## src/rtl/iot_event_sequencer.sv

```systemverilog
// Event front-end for the active-device counter: filters per-device connect/disconnect
// pulses, serialises survivors round-robin into single change/on_off steps.
module iot_event_sequencer #(
    parameter int N_DEV    = 8,
    parameter int HOLD_CYC = 2,
    parameter int CNT_W    = 8
) (
    input  logic             i_clk,
    input  logic             i_rst,
    input  logic [N_DEV-1:0] i_evt_valid,
    input  logic [N_DEV-1:0] i_evt_on,
    output logic             o_change,
    output logic             o_on_off,
    output logic [N_DEV-1:0] o_dev_active,
    output logic [CNT_W-1:0] o_active_cnt,
    output logic             o_busy,
    output logic             o_evt_ovf
);

    localparam int IDX_W = $clog2(N_DEV);

    typedef enum logic [1:0] {S_IDLE, S_ISSUE, S_HOLD} state_t;

    state_t           r_state;
    state_t           w_state_nxt;
    logic [N_DEV-1:0] r_pend;
    logic [N_DEV-1:0] r_dir;
    logic [N_DEV-1:0] r_dev_active;
    logic [IDX_W-1:0] r_rr;
    logic [IDX_W-1:0] r_g;
    logic             r_dir_g;
    logic [3:0]       r_hold_cnt;
    logic             r_change;
    logic             r_on_off;
    logic             r_evt_ovf;
    logic [CNT_W-1:0] r_active_cnt;

    logic [N_DEV-1:0] w_rot;
    logic             w_found;
    logic [IDX_W-1:0] w_sel;
    logic             w_take;
    logic             w_redundant;
    logic             w_start;
    logic [N_DEV-1:0] w_take_mask;
    logic [N_DEV-1:0] w_pend_base;
    logic [N_DEV-1:0] w_pend_nxt;
    logic [N_DEV-1:0] w_dir_nxt;
    logic             w_ovf_set;
    logic             w_change_nxt;
    logic             w_on_off_nxt;

    function automatic logic [IDX_W-1:0] f_wrap(input logic [IDX_W:0] s);
        logic [IDX_W:0] v;
        v = (s >= (IDX_W+1)'(N_DEV)) ? s - (IDX_W+1)'(N_DEV) : s;
        return v[IDX_W-1:0];
    endfunction

    // Rotate pending so bit 0 is the rr position; first set bit is the winner.
    always_comb begin
        w_rot   = N_DEV'({r_pend, r_pend} >> r_rr);
        w_found = 1'b0;
        w_sel   = '0;
        for (int k = 0; k < N_DEV; k++) begin
            if (!w_found && w_rot[k]) begin
                w_found = 1'b1;
                w_sel   = f_wrap({1'b0, r_rr} + (IDX_W+1)'(k));
            end
        end
    end

    assign w_take      = (r_state == S_IDLE) && w_found;
    assign w_redundant = (r_dir[w_sel] == r_dev_active[w_sel]);
    assign w_start     = w_take && !w_redundant;
    assign w_take_mask = w_take ? (N_DEV'(1) << w_sel) : '0;
    assign w_pend_base = r_pend & ~w_take_mask;

    // A granted device's old event is consumed first, so a same-edge event lands fresh.
    always_comb begin
        w_pend_nxt = w_pend_base;
        w_dir_nxt  = r_dir;
        w_ovf_set  = 1'b0;
        for (int i = 0; i < N_DEV; i++) begin
            if (i_evt_valid[i]) begin
                if (!w_pend_base[i]) begin
                    w_pend_nxt[i] = 1'b1;
                    w_dir_nxt[i]  = i_evt_on[i];
                end else if (i_evt_on[i] != r_dir[i]) begin
                    w_pend_nxt[i] = 1'b0;
                end else begin
                    w_ovf_set = 1'b1;
                end
            end
        end
    end

    always_ff @(posedge i_clk or posedge i_rst) begin
        if (i_rst) r_state <= S_IDLE;
        else       r_state <= w_state_nxt;
    end

    always_comb begin
        w_state_nxt = r_state;
        case (r_state)
            S_IDLE:  if (w_start) w_state_nxt = S_ISSUE;
            S_ISSUE: w_state_nxt = (HOLD_CYC > 0) ? S_HOLD : S_IDLE;
            S_HOLD:  if (r_hold_cnt == 4'd0) w_state_nxt = S_IDLE;
            default: w_state_nxt = S_IDLE;
        endcase
    end

    always_comb begin
        w_change_nxt = (w_state_nxt == S_ISSUE);
        w_on_off_nxt = w_change_nxt ? r_dir[w_sel] : r_on_off;
    end

    always_ff @(posedge i_clk or posedge i_rst) begin
        if (i_rst) begin
            r_pend       <= '0;
            r_dir        <= '0;
            r_dev_active <= '0;
            r_rr         <= '0;
            r_g          <= '0;
            r_dir_g      <= 1'b0;
            r_hold_cnt   <= '0;
            r_change     <= 1'b0;
            r_on_off     <= 1'b0;
            r_evt_ovf    <= 1'b0;
            r_active_cnt <= '0;
        end else begin
            r_pend    <= w_pend_nxt;
            r_dir     <= w_dir_nxt;
            r_change  <= w_change_nxt;
            r_on_off  <= w_on_off_nxt;
            r_evt_ovf <= r_evt_ovf | w_ovf_set;
            if (w_take && w_redundant) begin
                r_rr <= f_wrap({1'b0, w_sel} + (IDX_W+1)'(1));
            end
            if (w_start) begin
                r_g     <= w_sel;
                r_dir_g <= r_dir[w_sel];
            end
            // The counter-visible state only moves as the command leaves ISSUE.
            if (r_state == S_ISSUE) begin
                r_dev_active <= r_dev_active ^ (N_DEV'(1) << r_g);
                r_active_cnt <= r_dir_g ? r_active_cnt + CNT_W'(1) : r_active_cnt - CNT_W'(1);
                r_rr         <= f_wrap({1'b0, r_g} + (IDX_W+1)'(1));
                r_hold_cnt   <= 4'((HOLD_CYC > 0) ? HOLD_CYC - 1 : 0);
            end else if (r_state == S_HOLD && r_hold_cnt != 4'd0) begin
                r_hold_cnt <= r_hold_cnt - 4'd1;
            end
        end
    end

    assign o_change     = r_change;
    assign o_on_off     = r_on_off;
    assign o_dev_active = r_dev_active;
    assign o_active_cnt = r_active_cnt;
    assign o_evt_ovf    = r_evt_ovf;
    assign o_busy       = (r_state != S_IDLE) | (|r_pend);

endmodule

```

## config.mk

```make
export PLATFORM = sky130hd
export DESIGN_NAME = iot_event_sequencer
export DESIGN_NICKNAME = d
export VERILOG_FILES = /design/src/rtl/iot_event_sequencer.sv
export SDC_FILE = /design/constraint.sdc
export NUM_CORES = 1
export LEC_CHECK = 0
export ABC_AREA = 1
export CELL_PAD_IN_SITES_DETAIL_PLACEMENT = 0
export CELL_PAD_IN_SITES_GLOBAL_PLACEMENT = 1
export CORE_MARGIN = 5
export CORE_UTILIZATION = 42
export CTS_CLUSTER_DIAMETER = 30
export CTS_CLUSTER_SIZE = 14
export DETAILED_ROUTE_END_ITERATION = 7
export GPL_ROUTABILITY_DRIVEN = 0
export GPL_TIMING_DRIVEN = 0
export PLACE_DENSITY = 0.8
export SLEW_MARGIN = 20
export SYNTH_ARGS = -nofsm -noshare
export SYNTH_HDL_FRONTEND = slang
export SYNTH_SLANG_ARGS = --single-unit
export TNS_END_PERCENT = 5
```

## constraint.sdc

```tcl
create_clock -name i_clk -period 3.36 [get_ports i_clk]
set_clock_uncertainty 0.05 [all_clocks]
set_input_delay 1.008 -clock i_clk [delete_from_list [all_inputs] [get_ports i_clk]]
set_output_delay 1.008 -clock i_clk [all_outputs]
set_load 0.005 [all_outputs]
```

# After elaboration in Yosys (flattened, before gate mapping)
# Index checks and enable logic that the tools add are counted.
# word_totals
out_inout_bits	20
reg_bits	48
in_bits	18
wordCells	200
# op_classes
reduce_logical	34
n_eq_ne	12
mux	86
order_cmp	11
shifts	3
add_sub_neg	22
n_bitwise	13
# op_table
operator	count
3-bit two-way mux	20
1-bit two-way mux	57
4-bit greater-or-equal comparator (second input constant)	9
3-bit by 1-bit subtractor with 3-bit output (second input constant)	10
3-bit by 3-bit adder with 4-bit output (second input constant)	4
8-bit two-way mux	2
2-bit AND reduction	8
1-bit by 3-bit << shifter with 8-bit output (first input constant)	2
16-bit by 3-bit right shift with 8-bit output	1
3-bit by 1-bit adder with 4-bit output (second input constant)	3
1-bit logical AND	11
3-bit by 2-bit adder with 4-bit output (second input constant)	2
8-bit by 1-bit adder with 8-bit output (second input constant)	1
8-bit AND	1
1-bit logical NOT	8
4-bit two-way mux	2
1-bit inequality test	8
1-bit NOT	8
8-bit NOT	1
8-bit OR reduction	1
8-bit by 1-bit subtractor with 8-bit output (second input constant)	1
8-bit XOR	1
1-bit binary-select mux with 3-bit select	2
2-bit one-hot mux with 3 select lines	1
12 further kinds	17

# Depth between registers and ports, before layout
# logic_depth
word_depth	51
depth_mapped	29
depth_no_buf	26

# Worst setup path after synthesis
# OpenSTA, ideal clock, no wires.
# synth_path
kind	register -> output
from	register, netlist name r_rr[0]
to	output o_busy
slack_ns	0.788
arrival_time_ns	1.514
t_required_ns	2.302
path_buffers	2
path_stages_with_launch	14
cell_sequence	dfrtp_1 -> buf_6 -> inv_4 -> buf_12 -> nand2_2 -> nand3_2 -> nand2_1 -> nand2_1 -> nand2_2 -> nand3_4 -> nor2_4 -> nand3_1 -> nor3_1 -> nand2_1
# synth_rtl
element	line	source
to (decl)	16	output logic o_busy,

==> results.py <==
metrics = {
    "status": {
        "status": "completed",
    },
    "clock_tree": {
        "clk_path_buf_depth": 2,
        "cts_tree": "built",
        "clkTransAtPathRegs_ns": 0.10,
        "cts.sinks": 48,
        "clockRootBuffer": "clkbuf_8",
        "hold_buffers": 0,
        "htreeDepth": 2,
        "clock_latency_ns": 0.31,
        "cts_made_buffers": 5,
    },
    "logic_synthesis": {
        "yosys_warnings": 0,
        "ys_ff_latch": 48,
        "avgSynthCellArea_um2": 7.35,
        "yosysTopAreaCell": "dfrtp_1",
        "netlist_instances": 476,
        "synth_area_um2": 3500,
        "ys_types": 42,
        "syn-num-nets": 506,
        "ys_seq_area_frac": 0.343,
        "synth_edf_count": 0,
        "synth.area.top_cells": "dfrtp_1 (34%), nand2_1 (14%), inv_1 (6.0%), nand3_1 (5.6%), xor2_1 (4.5%)",
        "yosys_most_used_dff": "dfrtp_1",
        "synth_async_sr_flop_share": 1.00,
        "synth_top_area_frac": 0.343,
    },
    "timing": {
        "relSlewSlack": 0.637,
        "slew_violations": 0,
        "worst_pin_slew_ns": 0.545,
        "finalSetupViolCount": 0,
        "clock.fmax_mhz": 324,
        "fin_crit_sh": 0.919,
        "rsz0062_at_grt": "yes",
        "layout_setup_ws_ns": 0.272,
        "period_needed_ns": 3.09,
        "final_hold_viol_count": 0,
    },
    "die": {
        "floorplan.initialDensity": 0.428,
        "die_h_um": 101,
        "dieArea_um2": 10300,
        "fp.dieW_um": 101,
        "core_um2": 8180,
        "placementRows": 33,
        "pin_count": 38,
    },
    "route": {
        "antenna_left": 0,
        "wl_per_cell_um": 13.4,
        "first_pass_iters": 4,
        "vias_per_cell": 5.05,
        "wl_mm": 8.60,
        "drtIter0Drc": 85,
        "post-route-drc-count": 0,
        "vias": 3235,
    },
    "place": {
        "place_ws_ns": 0.138,
        "place_hpwl_mm": 6.55,
        "portBuffers": 37,
    },
    "critical_path": {
        "critPathLaunchType": "flip-flop",
        "worstSetupEndpointType": "output port",
        "cp.required_ns": 2.30,
        "crit_fanout": 7,
        "path_class": "reg -> out",
        "cp.arrival_ns": 2.03,
    },
    "flow_run": {
        "maxCapViolCount": 0,
    },
    "global_route": {
        "grt.overflow.total": 0,
        "grt_max_degree": 31,
        "grt_pass1_vias": 3110,
        "antenna_found_initial": 0,
        "gr-usage-all-layers": 0.176,
        "grt_pass1_wl_mm": 14.8,
    },
    "layout": {
        "drive_gt1_frac": 0.164,
        "area_growth_pct": 23.6,
        "antennaDiodeCount": 0,
        "num-nets-final": 565,
    },
    "min_path": {
        "hold_path_class": "reg -> reg",
    },
}
[per-stage QoR]
step / util / hold WS (ns) / TNS [ns] / instance area (um2) / cells
5_1_grt: 0.529 / 0.444 / -0.0746 / 4320 / 641
4_1_cts: 0.514 / 0.424 / 0 / 4200 / 632
2_1_floorplan: - / 0.385 / 0 / 3500 / 476
3_5_place_dp: 0.492 / 0.407 / 0 / 4020 / 619
6_report: 0.529 / 0.420 / 0 / 4320 / 641
3_3_place_gp: 0.489 / 0.404 / 0 / 4000 / 618
[worst paths after layout]
path,start,endpoint,slack [ns],depth (start not counted)
worst max-delay path,r_rr[0],o_busy,0.27,14
worst min-delay path,o_active_cnt[7],o_active_cnt[7],0.42,1
worst max register to register,r_rr[0],r_dir_g,0.32,30
worst min register to register,o_active_cnt[7],o_active_cnt[7],0.42,1
max in group asynchronous,i_rst,r_g[0],1.78,3
min in group asynchronous,i_rst,r_rr[1],0.96,2
[area by class of cell]
cell class | instances | area (um2)
flip-flops and latches | 48 | 1200
inverters | 63 | 239
multi-input cells | 356 | 2050
fillers | 806 | 3850
clock buffers | 5 | 68.8
repair buffers | 51 | 480
plain buffers | 10 | 82.6
clock inverters | 3 | 68.8
well taps | 105 | 131
[cells in the final DEF (no fill, tap or decap), types with 2 or more instances in the layout]
cell | synthesis | routed
nand2_2 | 11 | 17
nor3_1 | 6 | 5
nor2_1 | 28 | 27
a21oi_1 | 16 | 16
ha_1 | 11 | 11
buf_4 | 1 | 14
buf_2 | 4 | 3
o21a_1 | 2 | 2
nand2_1 | 128 | 120
inv_2 | 5 | 6
nand3_1 | 39 | 37
xnor2_1 | 5 | 5
clkbuf_8 | 0 | 5
clkbuf_1 | 2 | 2
o21ai_1 | 8 | 8
buf_6 | 2 | 2
dfrtp_1 | 48 | 48
buf_12 | 1 | 2
a31oi_1 | 8 | 8
or2_1 | 3 | 3
nand3_2 | 11 | 12
nand3_4 | 1 | 2
nand2_4 | 5 | 8
nor2_4 | 2 | 3
nor2_2 | 3 | 3
nor3_2 | 1 | 2
o21ai_0 | 23 | 23
clkdlybuf4s50_1 | 0 | 36
bufinv_16 | 0 | 2
nand3b_1 | 2 | 2
nand4_1 | 13 | 13
inv_1 | 56 | 55
xor2_1 | 18 | 18
a21boi_0 | 2 | 2
[repair_timing]
item | CTS | global route
pin swaps | 5 | 11
buffers inserted | 4 | 8
endpoints found under the setup margin | 1 | 18
cloned | 1 | 1
gates resized for setup | 4 | 18
[critical path: stages, from the launching register on]
cell and delay, ns:
dfrtp_1 0.41, buf_6 0.15, inv_4 0.04, buf_12 0.13, nand2_4 0.06, nand3_2 0.05
nand2_1 0.09, nand2_1 0.07, nand2_2 0.12, nand3_4 0.09, nor2_4 0.10, nand3_2 0.08
nor3_2 0.14, nand2_1 0.07, clkbuf_2 0.11
[per-layer routing]
| layer | wire, um | part of all wire | global-route usage | up-vias |
|---|---|---|---|---|
| met1 | 4280 | 0.50 | 0.261 | 1507 |
| met5 | 0 | 0 | 0 | - |
| met4 | 75 | 0.0087 | 0.0337 | 0 |
| met3 | 276 | 0.032 | 0.0241 | 5 |
| li1 | - | - | - | 1672 |
| met2 | 3970 | 0.46 | 0.277 | 51 |
[flip-flops by register name, summed over array words and instances, names as in the netlist, 2 cells and up]
register,flops
r_dir,8
o_dev_active,8
o_active_cnt,8
r_state,2
r_hold_cnt,4
r_pend,8
r_rr,3
r_g,3
[cells in the mapped netlist (2+ instances only)]
cell type	instances
nand2_1	128
inv_1	56
dfrtp_1	48
nand3_1	39
nor2_1	28
o21ai_0	23
xor2_1	18
a21oi_1	16
nand4_1	13
ha_1	11
nand2_2	11
nand3_2	11
a31oi_1	8
o21ai_1	8
nor3_1	6
inv_2	5
nand2_4	5
xnor2_1	5
buf_2	4
nor2_2	3
or2_1	3
a21boi_0	2
buf_6	2
clkbuf_1	2
nand3b_1	2
nor2_4	2
o21a_1	2
[cells by family after synthesis]
family | Yosys count | synth area share
fa+ha+maj | 12 | 0.0451
buf+inv | 73 | 0.0905
compound gates | 63 | 0.0988
xor+xnor | 23 | 0.0576
simple gates | 256 | 0.361
mux | 1 | 0.00322
flops | 48 | 0.343
Power is not shown: default switching activity piles up to over one toggle a cycle in this logic, so the estimate is an artifact.
